==> src/rtl/mdu_ex.sv <==
// Iterative RV32M multiply/divide unit for the EX stage (radix-2 shift-add / restoring divide).
// Optional macro MDU_EARLY_OUT_EN: divide-by-zero, signed overflow and zero-operand multiplies finish at accept.
module mdu_ex #(
  parameter int XLEN = 32
) (
  input  logic            clock,
  input  logic            reset,
  input  logic            clear,
  input  logic            start,
  input  logic [2:0]      funct3,
  input  logic [XLEN-1:0] SrcAE,
  input  logic [XLEN-1:0] SrcBE,
  input  logic [4:0]      RdE,
  output logic            busy,
  output logic            done,
  output logic [XLEN-1:0] MduResultE,
  output logic [4:0]      MduRdE
);
  localparam int CW = $clog2(XLEN);

  typedef enum logic [1:0] {IDLE, CALC, DONE} state_t;
  state_t state, state_next;

  logic [CW-1:0]     count;
  logic [2:0]        op;
  logic [2*XLEN-1:0] acc;
  logic [XLEN-1:0]   operand;
  logic [XLEN-1:0]   dividend;
  logic              neg_res, neg_rem, div_zero, div_ovf;

  logic              accept, last_step;
  logic              a_signed, b_signed, sign_a, sign_b;
  logic [XLEN-1:0]   mag_a, mag_b;
  logic              in_div_zero, in_div_ovf;
  logic              early_hit;
  logic [XLEN-1:0]   early_result;

  logic [XLEN-1:0]   addend;
  logic [XLEN:0]     mul_sum, rem_trial, rem_diff;
  logic [2*XLEN-1:0] acc_step, prod;
  logic [XLEN-1:0]   quo, rem, final_result;

  assign accept    = (state == IDLE) && start && !clear;
  assign last_step = (state == CALC) && (count == CW'(XLEN-1));

  always_comb begin
    a_signed = 1'b0;
    b_signed = 1'b0;
    case (funct3)
      3'b001:         begin a_signed = 1'b1; b_signed = 1'b1; end
      3'b010:         a_signed = 1'b1;
      3'b100, 3'b110: begin a_signed = 1'b1; b_signed = 1'b1; end
      default:        ;
    endcase
  end

  assign sign_a      = a_signed & SrcAE[XLEN-1];
  assign sign_b      = b_signed & SrcBE[XLEN-1];
  assign mag_a       = sign_a ? -SrcAE : SrcAE;
  assign mag_b       = sign_b ? -SrcBE : SrcBE;
  assign in_div_zero = (SrcBE == '0);
  assign in_div_ovf  = funct3[2] & ~funct3[0] & (SrcAE == {1'b1, {(XLEN-1){1'b0}}}) & (SrcBE == '1);

`ifdef MDU_EARLY_OUT_EN
  always_comb begin
    early_hit    = 1'b0;
    early_result = '0;
    if (funct3[2]) begin
      if (in_div_zero) begin
        early_hit    = 1'b1;
        early_result = funct3[1] ? SrcAE : '1;
      end else if (in_div_ovf) begin
        early_hit    = 1'b1;
        early_result = funct3[1] ? '0 : SrcAE;
      end
    end else if ((SrcAE == '0) || (SrcBE == '0)) begin
      early_hit = 1'b1;
    end
  end
`else
  assign early_hit    = 1'b0;
  assign early_result = '0;
`endif

  // acc holds {partial product, remaining multiplier} or {partial remainder, dividend/quotient bits}
  assign addend    = acc[0] ? operand : '0;
  assign mul_sum   = {1'b0, acc[2*XLEN-1:XLEN]} + {1'b0, addend};
  assign rem_trial = {acc[2*XLEN-1:XLEN], acc[XLEN-1]};
  assign rem_diff  = rem_trial - {1'b0, operand};

  always_comb begin
    if (op[2]) begin
      if (rem_diff[XLEN])
        acc_step = {rem_trial[XLEN-1:0], acc[XLEN-2:0], 1'b0};
      else
        acc_step = {rem_diff[XLEN-1:0], acc[XLEN-2:0], 1'b1};
    end else begin
      acc_step = {mul_sum, acc[XLEN-1:1]};
    end
  end

  always_comb begin
    prod = neg_res ? -acc_step : acc_step;
    quo  = neg_res ? -acc_step[XLEN-1:0] : acc_step[XLEN-1:0];
    rem  = neg_rem ? -acc_step[2*XLEN-1:XLEN] : acc_step[2*XLEN-1:XLEN];
    if (div_zero) begin
      quo = '1;
      rem = dividend;
    end else if (div_ovf) begin
      quo = {1'b1, {(XLEN-1){1'b0}}};
      rem = '0;
    end
    case (op)
      3'b000:                 final_result = prod[XLEN-1:0];
      3'b001, 3'b010, 3'b011: final_result = prod[2*XLEN-1:XLEN];
      3'b100, 3'b101:         final_result = quo;
      default:                final_result = rem;
    endcase
  end

  always_ff @(posedge clock or negedge reset) begin
    if (!reset)
      state <= IDLE;
    else
      state <= state_next;
  end

  always_comb begin
    state_next = state;
    case (state)
      IDLE:    if (accept) state_next = early_hit ? DONE : CALC;
      CALC:    if (last_step) state_next = DONE;
      DONE:    state_next = IDLE;
      default: state_next = IDLE;
    endcase
    if (clear) state_next = IDLE;
  end

  always_comb begin
    busy = accept | (state == CALC);
    done = (state == DONE);
  end

  always_ff @(posedge clock or negedge reset) begin
    if (!reset) begin
      count      <= '0;
      op         <= '0;
      acc        <= '0;
      operand    <= '0;
      dividend   <= '0;
      neg_res    <= 1'b0;
      neg_rem    <= 1'b0;
      div_zero   <= 1'b0;
      div_ovf    <= 1'b0;
      MduResultE <= '0;
      MduRdE     <= '0;
    end else if (clear) begin
      count <= '0;
    end else if (accept) begin
      op       <= funct3;
      MduRdE   <= RdE;
      count    <= '0;
      neg_res  <= sign_a ^ sign_b;
      neg_rem  <= sign_a;
      div_zero <= funct3[2] & in_div_zero;
      div_ovf  <= in_div_ovf;
      dividend <= SrcAE;
      if (funct3[2]) begin
        acc     <= {{XLEN{1'b0}}, mag_a};
        operand <= mag_b;
      end else begin
        acc     <= {{XLEN{1'b0}}, mag_b};
        operand <= mag_a;
      end
      if (early_hit) MduResultE <= early_result;
    end else if (state == CALC) begin
      acc   <= acc_step;
      count <= count + 1'b1;
      if (last_step) MduResultE <= final_result;
    end
  end

endmodule

==> config.mk <==
export PLATFORM = sky130hd
export DESIGN_NAME = mdu_ex
export DESIGN_NICKNAME = d
export VERILOG_FILES = /design/src/rtl/mdu_ex.sv
export SDC_FILE = /design/constraint.sdc
export NUM_CORES = 1
export LEC_CHECK = 0
export BUFFER_PORTS_ARGS = -buffer_cell sky130_fd_sc_hd__buf_2
export CORE_ASPECT_RATIO = 0.5
export CORE_MARGIN = 8
export CORE_UTILIZATION = 35
export CTS_CLUSTER_SIZE = 28
export DETAILED_ROUTE_END_ITERATION = 6
export PLACE_DENSITY_LB_ADDON = 0.1
export SETUP_SLACK_MARGIN = 0.5
export SLEW_MARGIN = 20
export SYNTH_ARGS = -nofsm -noshare
export SYNTH_HDL_FRONTEND = slang
export SYNTH_SLANG_ARGS = --single-unit
==> constraint.sdc <==
create_clock -name clock -period 6.18 [get_ports clock]
set_input_delay 0.927 -clock clock [delete_from_list [all_inputs] [get_ports clock]]
set_output_delay 0.927 -clock clock [all_outputs]
set_load 0.03 [all_outputs]
# Word level (Yosys, flattened, before mapping)
# Index checks and enable logic that the tools add are counted.
# W data, S select, Z words.
[totals]
word_cells = 90
register_bits = 179
out_inout_bits = 39
input_bits = 76
[classes]
add_sub_neg = 8
reduce_logical = 17
muxes = 26
eq_ne = 16
bitwise_logic = 11
[op_table]
columns = ["operator", "n"]
rows = [
  ["$mux W32", 11],
  ["$mux W64", 5],
  ["$neg A32 Y32", 4],
  ["$pmux W32 S3", 1],
  ["$eq A32 B32 Y1 const B", 2],
  ["$neg A64 Y64", 1],
  ["$add A32 B32 Y33", 1],
  ["$sub A33 B32 Y33", 1],
  ["$logic_not A32 Y1", 1],
  ["$mux W5", 3],
  ["$eq A3 B3 Y1 const B", 4],
  ["$eq A3 B2 Y1 const B", 3],
  ["$and A1 B1 Y1", 6],
  ["$eq A3 B1 Y1 const B", 2],
  ["$mux W2", 3],
  ["$ne A3 B3 Y1 const B", 2],
  ["$reduce_and A2 Y1", 3],
  ["$reduce_or A3 Y1", 2],
  ["$add A5 B1 Y5 const B", 1],
  ["$eq A5 B5 Y1 const B", 1],
  ["$pmux W2 S2", 1],
  ["$reduce_and A4 Y1", 1],
  ["$reduce_or A4 Y1", 1],
  ["$logic_and A1 B1 Y1", 3],
  ["12 further kinds", 15],
]

# Longest topological paths before layout
# Gate-level depths: netlist of run 1.
[depth]
depth_word = 8
mapped_depth = 24
mapped_depth_nobuf = 22

# Least setup slack after synthesis of run 1
# OpenSTA, ideal clock, no wires.
[synth_path]
kind = "flip-flop to flip-flop"
from = "register acc[31]"
to = "register MduResultE[28]"
path_stages_with_launch = 25
period_less_slack_ns = 5.089
path_slack_ns = 1.091
t_required_ns = 6.094
n_path_buf = 2
t_arrival_ns = 5.002
setup_ns = 0.086
path_cell_list = "dfrtp_1 inv_1 ha_1 fa_1 nand2b_1 a21oi_1 o21ai_1 a2111oi_4 nor3_1 nor2_1 buf_2 buf_2 nand2_1 o21ai_0 mux2i_1 inv_1 ha_1 o211a_1 nand3_1 or3_1 or2_2 nor4_1 mux2i_1 a21oi_1 nor3_1"
[synth_via]
elab_chain_len = 8
word_cells_on_any_way = 14
classes_between = "4 x add/sub; 10 x mux"
[synth_lines]
columns = ["item", "line_no", "rtl"]
rows = [
  ["start: declaration", "26", "logic [2*XLEN-1:0] acc;"],
  ["start signal: assignment", "169", "acc <= {{XLEN{1'b0}}, mag_a};"],
  ["start signal: assignment", "172", "acc <= {{XLEN{1'b0}}, mag_b};"],
  ["start signal: assignment", "177", "acc <= acc_step;"],
  ["$sub A33 B32 Y33", "89", "assign rem_diff = rem_trial - {1'b0, operand};"],
  ["$mux W64", "93", "if (rem_diff[XLEN])"],
  ["$mux W64 (*)", "92", "if (op[2]) begin"],
  ["$neg A32 Y32, on equally long branches", "105, 104", ""],
  ["$mux W32, on equally long branches", "105, 104", ""],
  ["$mux W32", "109", "end else if (div_ovf) begin"],
  ["$mux W32", "106", "if (div_zero) begin"],
  ["$pmux W32 S3 (*)", "113", "case (op)"],
  ["end signal: assignment", "175", "if (early_hit) MduResultE <= early_result;"],
  ["end signal: assignment", "179", "if (last_step) MduResultE <= final_result;"],
  ["end: declaration", "16", "output logic [XLEN-1:0] MduResultE,"],
]
# Mark *: on every way between the ends. The rest lies on a longest branch, timed or not.
# A chain may end at the register's enable or synchronous reset.

# Worst setup path in the final report of run 1
[layout_path]
from = "register acc[31]"
to = "register MduResultE[21]"
# Same word-level chain as after synthesis.

==> flow_metrics.py, run 1 <==
metrics = {
    "synth": {
        "ys_seq_area_frac": 0.259,
        "synth_area_per_cell_um2": 7.38,
        "synth_top_area_frac": 0.259,
        "async_reset_ff_frac": 1.00,
        "yosys_warnings": 0,
        "synth-adder-area-share": 0.0529,
        "synth_ff_type": "dfrtp_1",
        "synth_nets": 2492,
        "ys_types": 88,
        "synthMuxAreaShare": 0.0288,
        "synth_area_leaders": "dfrtp_1 (26%), nand2_1 (8.0%), o21ai_0 (6.4%)",
        "synth_compound_area_frac": 0.270,
        "synth_most_common_cell": "nand2_1",
        "synthCells": 2344,
        "synth_seq_cells": 179,
        "yosys.area.top_type": "dfrtp_1",
        "synth_common_cells": "nand2_1 (368), o21ai_0 (223), nor2_1 (204)",
        "synth_top_family_by_area": "compound AO/OA/AOI/OAI gates",
        "synth-edff-count": 0,
        "synth_simple_gate_area_frac": 0.251,
        "netlist_area_mm2": 0.0173,
        "synth-xor-area-share": 0.0911,
    },
    "floorplan": {
        "io_pins": 115,
        "dieWidth_um": 330,
        "die_h_um": 173,
        "core_mm2": 0.0486,
        "rows": 57,
        "dieArea_mm2": 0.0572,
        "start_util": 0.356,
    },
    "routing": {
        "wl_per_cell_um": 24.7,
        "first_iter_violations": 1987,
        "dr.pass1.iters": 6,
        "wirelength_um": 75700,
        "via_per_inst": 6.02,
        "route.vias.total": 18418,
        "ant_nets": 0,
        "route.detailed.drc": 0,
    },
    "layout": {
        "area_delta_synth_final_pct": 11.4,
        "drive_gt1_frac": 0.109,
        "utilization": 0.396,
        "nNetsFinal": 2548,
        "num_antenna_cells": 0,
    },
    "cts": {
        "insertion_delay_ps": 470,
        "ctsRootBufferMaster": "clkbuf_16",
        "clock_sinks": 179,
        "clock_path_buffers": 2,
        "tritoncts": "done",
        "h-tree-depth": 4,
        "cts_made_buffers": 17,
        "cts_hold_buf": 0,
        "path_clk_slew_ps": 80,
    },
    "outcome": {
        "status": "complete, no violations",
    },
    "global_routing": {
        "grt_use_met3": 0.0552,
        "grt_overflow_total": 0,
        "grt_use_met2": 0.345,
        "grt_pass1_wl_um": 113000,
        "grt_pass1_vias": 17194,
        "top_usage_layer": "met1",
        "grt_usage": 0.256,
        "antenna_found_initial": 5,
        "use_met1": 0.406,
        "grt_start_max_net_pins": 154,
    },
    "hold_path": {
        "hold_class": "in -> async",
    },
    "timing": {
        "fmax_ghz": 0.180,
        "whs_ps": 333,
        "setup_tns_ps": 0,
        "tightest_slew_ps": 1120,
        "finClkSkew_ps": 19.6,
        "relSlewSlack": 0.253,
        "drv_slew": 0,
        "rsz0062_at_grt": "true",
        "post-route-min-period_ps": 5550,
        "hold_viol": 0,
        "fin_crit_sh": 0.899,
        "setup_violations": 0,
    },
    "worst_setup_path": {
        "endpoint_kind": "flop",
        "r2r_start": "acc[31]$_DFFE_PN0P_",
        "worstSetupPathType": "reg -> reg",
        "cp.required_ps": 6500,
        "worst_r2r_path_depth": 19,
        "cp-startpoint": "acc[31]$_DFFE_PN0P_",
        "crit_end": "MduResultE[21]$_DFFE_PN0P_",
        "r2r_end": "MduResultE[21]$_DFFE_PN0P_",
        "worst_setup_path_start_kind": "flop",
        "r2r_slack_ps": 630,
        "cp.arrival_ps": 5880,
        "cp_max_fo": 14,
    },
    "power": {
        "power_density_mw_per_mm2": 494,
        "irDropWorstVdd_uv": 203,
        "leakagePower_nw": 8.15,
    },
    "placed_design": {
        "gp_congestion": 0.949,
        "hpwl_um": 58900,
        "port_buffers": 114,
    },
    "flow_run": {
        "maxCapViolCount": 0,
    },
}
-- flip-flops by register name (all words and copies together) (netlist names), 2 cells and up --
signal	count
MduRdE	5
MduResultE	32
acc	64
count	5
dividend	32
op	3
operand	32
state	2
-- layout by cell type, fill, tap and decap left out, drive strengths merged, types with 7 or more instances in the layout --
cell type	n
nand2	369
o21ai	229
nor2	204
dfrtp	179
buf	170
a21oi	169
xnor2	101
nor3	83
inv	82
xor2	79
ha	70
nand3	59
and2	48
o211ai	44
mux2i	43
a221oi	38
o31ai	35
nand4	30
nor4	28
a211oi	25
a21o	24
a31oi	24
nor2b	18
and3	18
clkbuf	18
or3	17
nand2b	16
o21a	15
o41ai	15
o221ai	12
or2	12
a22o	11
or4	11
a22oi	10
a311oi	10
a2111oi	7
-- logic make-up after synthesis --
| kind of cell | Yosys count |
|---|---|
| mux | 49 |
| xor+xnor | 180 |
| flops | 179 |
| buf+inv | 209 |
| fa+ha+maj | 72 |
| compound gates | 718 |
| simple gates | 937 |
-- per-stage QoR --
step	power [mW]	area, um2	worst slack, ps	std cells
detailed placement	8.10	18600	525	3029
global route	10.1	19300	438	3062
global placement	8.16	18600	575	3029
finish	9.52	19300	627	3062
floorplan	5.92	17300	1090	2344
CTS	9.32	19200	551	3061
-- layer usage --
metal | up-vias | share of wire
li1 | 8610 | -
met1 | 8950 | 0.50
met2 | 792 | 0.39
met3 | 66 | 0.096
met4 | 0 | 0.016
met5 | - | 0
-- timing repair --
item / in CTS / in global routing
endpoints found under the hold margin: 0 / 0
resized for setup: 1 / 9
endpoints found under the setup margin: 1 / 16
setup buffers: 0 / 1
pin swaps: 0 / 1
-- cell type report --
type                            count  area (um2)
Clock buffer                       17         425
Sequential cell                   179        4490
Multi-Input combinational cell   1956       12100
Timing Repair Buffer              171        1050
Tap cell                          649         812
Inverter                           75         282
Clock inverter                     15         168
Fill cell                        5173       29400
-- critical path, stage by stage (launching register included) --
cell	delay (ps)
dfrtp_1	350
inv_1	60
ha_1	230
fa_1	410
nand2b_1	200
a21oi_2	280
o21ai_2	170
a2111oi_4	360
buf_4	200
o21a_1	150
buf_4	250
o31ai_1	180
or4b_1	670
or4_4	610
nor4_2	260
nand3_1	190
nand2_1	130
xnor2_1	80
a221oi_1	540
nor3_1	90
-- how the worst min path moves through the flow --
stage,from,end,cells past startpoint
CTS,reset,operand[8]$_DFFE_PN0P_,1
global placement,MduRdE[2]$_DFFE_PN0P_,MduRdE[2]$_DFFE_PN0P_,2
finish,reset,operand[8]$_DFFE_PN0P_,1
global route,reset,operand[8]$_DFFE_PN0P_,1
floorplan,dividend[10]$_DFFE_PN0P_,dividend[10]$_DFFE_PN0P_,2
detailed placement,MduRdE[3]$_DFFE_PN0P_,MduRdE[3]$_DFFE_PN0P_,2
-- report_power, final --
part / switching, mW / internal (mW) / leakage (nW)
logic: 4.28 / 2.21 / 5.55
clock network: 0.598 / 0.577 / 0.289
registers: 0.426 / 1.43 / 2.31
total: 5.31 / 4.21 / 8.15
(Power assumes the default switching activity.)
==> inputs of run 2 (changes only) <==
--- a/config.mk
+++ b/config.mk
@@ -9,9 +9,10 @@
 export CORE_ASPECT_RATIO = 0.5
 export CORE_MARGIN = 8
 export CORE_UTILIZATION = 35
+export CTS_BUF_LIST = sky130_fd_sc_hd__clkbuf_4
 export CTS_CLUSTER_SIZE = 28
 export DETAILED_ROUTE_END_ITERATION = 6
-export PLACE_DENSITY_LB_ADDON = 0.1
+export PLACE_DENSITY = 0.53
 export SETUP_SLACK_MARGIN = 0.5
 export SLEW_MARGIN = 20
 export SYNTH_ARGS = -nofsm -noshare
==> run 2 against run 1 <==
Sequential share of layout area grew 0.31 points. Global-route usage is 0.081 points higher. Flip-flop and latch count is the same. Largest power group unchanged. Critical path type unchanged. Sequential power hardly changed. Die area is the same. Combinational power is 0.8% lower. Non-clock buffer count fell by 2. Total power is 4.3% lower. Worst setup slack worse by 17 ps. Register-to-register slack worse by 20 ps. Critical endpoint is now MduResultE[30]$_DFFE_PN0P_. Clock skew up 17 ps. Wire length hardly changed. Highest routed layer unchanged.
==> flow_metrics.py, run 2 (synthesized netlist as in run 1, its figures left out) <==
metrics = {
    "timing": {
        "tightest_slew_ps": 1030,
        "setup_tns_ps": 0,
        "post-route-min-period_ps": 5570,
        "setup_violations": 0,
        "relSlewSlack": 0.314,
        "hold_viol": 0,
        "rsz0062_at_grt": "true",
        "fmax_ghz": 0.180,
        "fin_crit_sh": 0.901,
        "finClkSkew_ps": 37.1,
        "drv_slew": 0,
    },
    "layout": {
        "nNetsFinal": 2546,
        "instances_no_fill": 3061,
        "final_cell_mix": "nand2_1 (367), o21ai_0 (223), nor2_1 (201)",
        "drive_gt1_frac": 0.109,
        "regMostFlops": "acc",
        "largest_reg_flops": 64,
        "final_common_cell": "nand2_1",
        "area_delta_synth_final_pct": 9.92,
    },
    "power": {
        "leakagePower_nw": 8.03,
        "p_int_mw": 3.86,
        "combPwrFrac": 0.707,
        "irDropWorstVdd_uv": 192,
        "p_sw_mw": 5.24,
        "sw_frac_of_total": 0.576,
        "power_density_mw_per_mm2": 479,
        "clockPowerShare": 0.091,
        "p_seq_frac": 0.202,
    },
    "worst_setup_path": {
        "worstSetupPathType": "reg -> reg",
        "cp.required_ps": 6780,
        "endpoint_kind": "flop",
        "cp_max_fo": 14,
        "worst_setup_path_start_kind": "flop",
        "cp.arrival_ps": 6170,
    },
    "cts": {
        "path_clk_slew_ps": 200,
        "ctsRootBufferMaster": "clkbuf_4",
        "cts_hold_buf": 0,
        "cts_made_buffers": 17,
        "clock_path_buffers": 2,
        "h-tree-depth": 4,
        "insertion_delay_ps": 710,
        "clock_sinks": 179,
        "tritoncts": "done",
    },
    "routing": {
        "route.detailed.drc": 0,
        "ant_nets": 0,
        "route.vias.total": 18609,
        "via_per_inst": 6.08,
        "wirelength_um": 75700,
        "dr.pass1.iters": 6,
        "wl_per_cell_um": 24.7,
        "first_iter_violations": 2082,
    },
    "placed_design": {
        "port_buffers": 114,
        "placed_cells_incl_taps": 3027,
        "gp_congestion": 0.968,
        "hpwl_um": 58900,
    },
    "global_routing": {
        "grt_pass1_wl_um": 114000,
        "grt_overflow_total": 0,
        "grt_pass1_vias": 17246,
        "grt_usage": 0.257,
        "antenna_found_initial": 8,
        "grt_start_max_net_pins": 152,
    },
    "floorplan": {
        "io_pins": 115,
        "rows": 57,
        "dieWidth_um": 330,
        "start_util": 0.356,
        "core_mm2": 0.0486,
        "die_h_um": 173,
        "dieArea_mm2": 0.0572,
    },
    "hold_path": {
        "hold_class": "in -> async",
    },
    "flow_run": {
        "maxCapViolCount": 0,
    },
    "outcome": {
        "status": "complete, no violations",
    },
}
## run 2: power by group through the flow
stage,Clock [mW],Combinational (mW),Sequential [mW]
floorplan,0,4.27,1.65
global placement,0,6.20,1.84
detailed placement,0,6.16,1.84
CTS,0.848,6.21,1.82
global route,0.879,6.90,1.87
finish,0.829,6.44,1.84
## run 2: what timing repair did
| item | in CTS | in global routing |
|---|---|---|
| buffers inserted | 0 | 1 |
| endpoints found under the setup margin | 0 | 14 |
| resized for setup | 0 | 12 |
## run 2: metal layers
metal	global-route usage	share of wire	wire length [um]	up-vias
li1	-	-	-	8632
met4	0.0617	0.024	1790	0
met5	0	0	0	-
met2	0.360	0.40	30500	809
met3	0.0757	0.10	7700	91
met1	0.379	0.47	35700	9077
## run 2: worst max-delay path, stage by stage, from the launching register on
cell and delay, ps:
dfrtp_2 470, inv_1 80, ha_1 230, fa_1 410, nand2b_1 190, a21oi_2 220
o21ai_2 150, a2111oi_4 440, o21a_1 190, buf_4 240, o31ai_1 180, or4b_1 790
buf_4 290, or3_1 400, nand2b_1 230, nor4_1 380, mux2_2 380, o22ai_1 120
nor2_1 60
## run 2: area by class of cell
| class | count | area, um2 |
|---|---|---|
| Antenna cell | 1 | 2.50 |
| Clock buffer | 17 | 128 |
| Clock inverter | 15 | 203 |
| Fill cell | 5220 | 29600 |
| Inverter | 75 | 282 |
| Multi-Input combinational cell | 1956 | 12100 |
| Sequential cell | 179 | 4490 |
| Tap cell | 649 | 812 |
| Timing Repair Buffer | 169 | 1020 |
## run 2: through the flow
step / power (mW) / utilization / hold WS (ps) / instance area, um2 / worst slack [ps]
floorplan: 5.92 / - / 446 / 17300 / 1090
global placement: 8.04 / 0.383 / 454 / 18600 / 312
detailed placement: 8.00 / 0.383 / 458 / 18600 / 543
CTS: 8.88 / 0.390 / 61.7 / 19000 / 512
global route: 9.65 / 0.391 / 66.9 / 19000 / 487
finish: 9.11 / 0.391 / 99.8 / 19000 / 610
## run 2: worst paths after layout
| check | start | end | slack, ps | cells past startpoint |
|---|---|---|---|---|
| max in group asynchronous | reset | operand[21]$_DFFE_PN0P_ | 4820 | 2 |
| worst min-delay path | reset | dividend[10]$_DFFE_PN0P_ | 100 | 1 |
| min in group clock | RdE[2] | MduRdE[2]$_DFFE_PN0P_ | 410 | 3 |
| worst max-delay path | acc[31]$_DFFE_PN0P_ | MduResultE[30]$_DFFE_PN0P_ | 610 | 18 |
| worst min register to register | MduRdE[0]$_DFFE_PN0P_ | MduRdE[0]$_DFFE_PN0P_ | 500 | 2 |
| worst max register to register | acc[31]$_DFFE_PN0P_ | MduResultE[30]$_DFFE_PN0P_ | 610 | 18 |
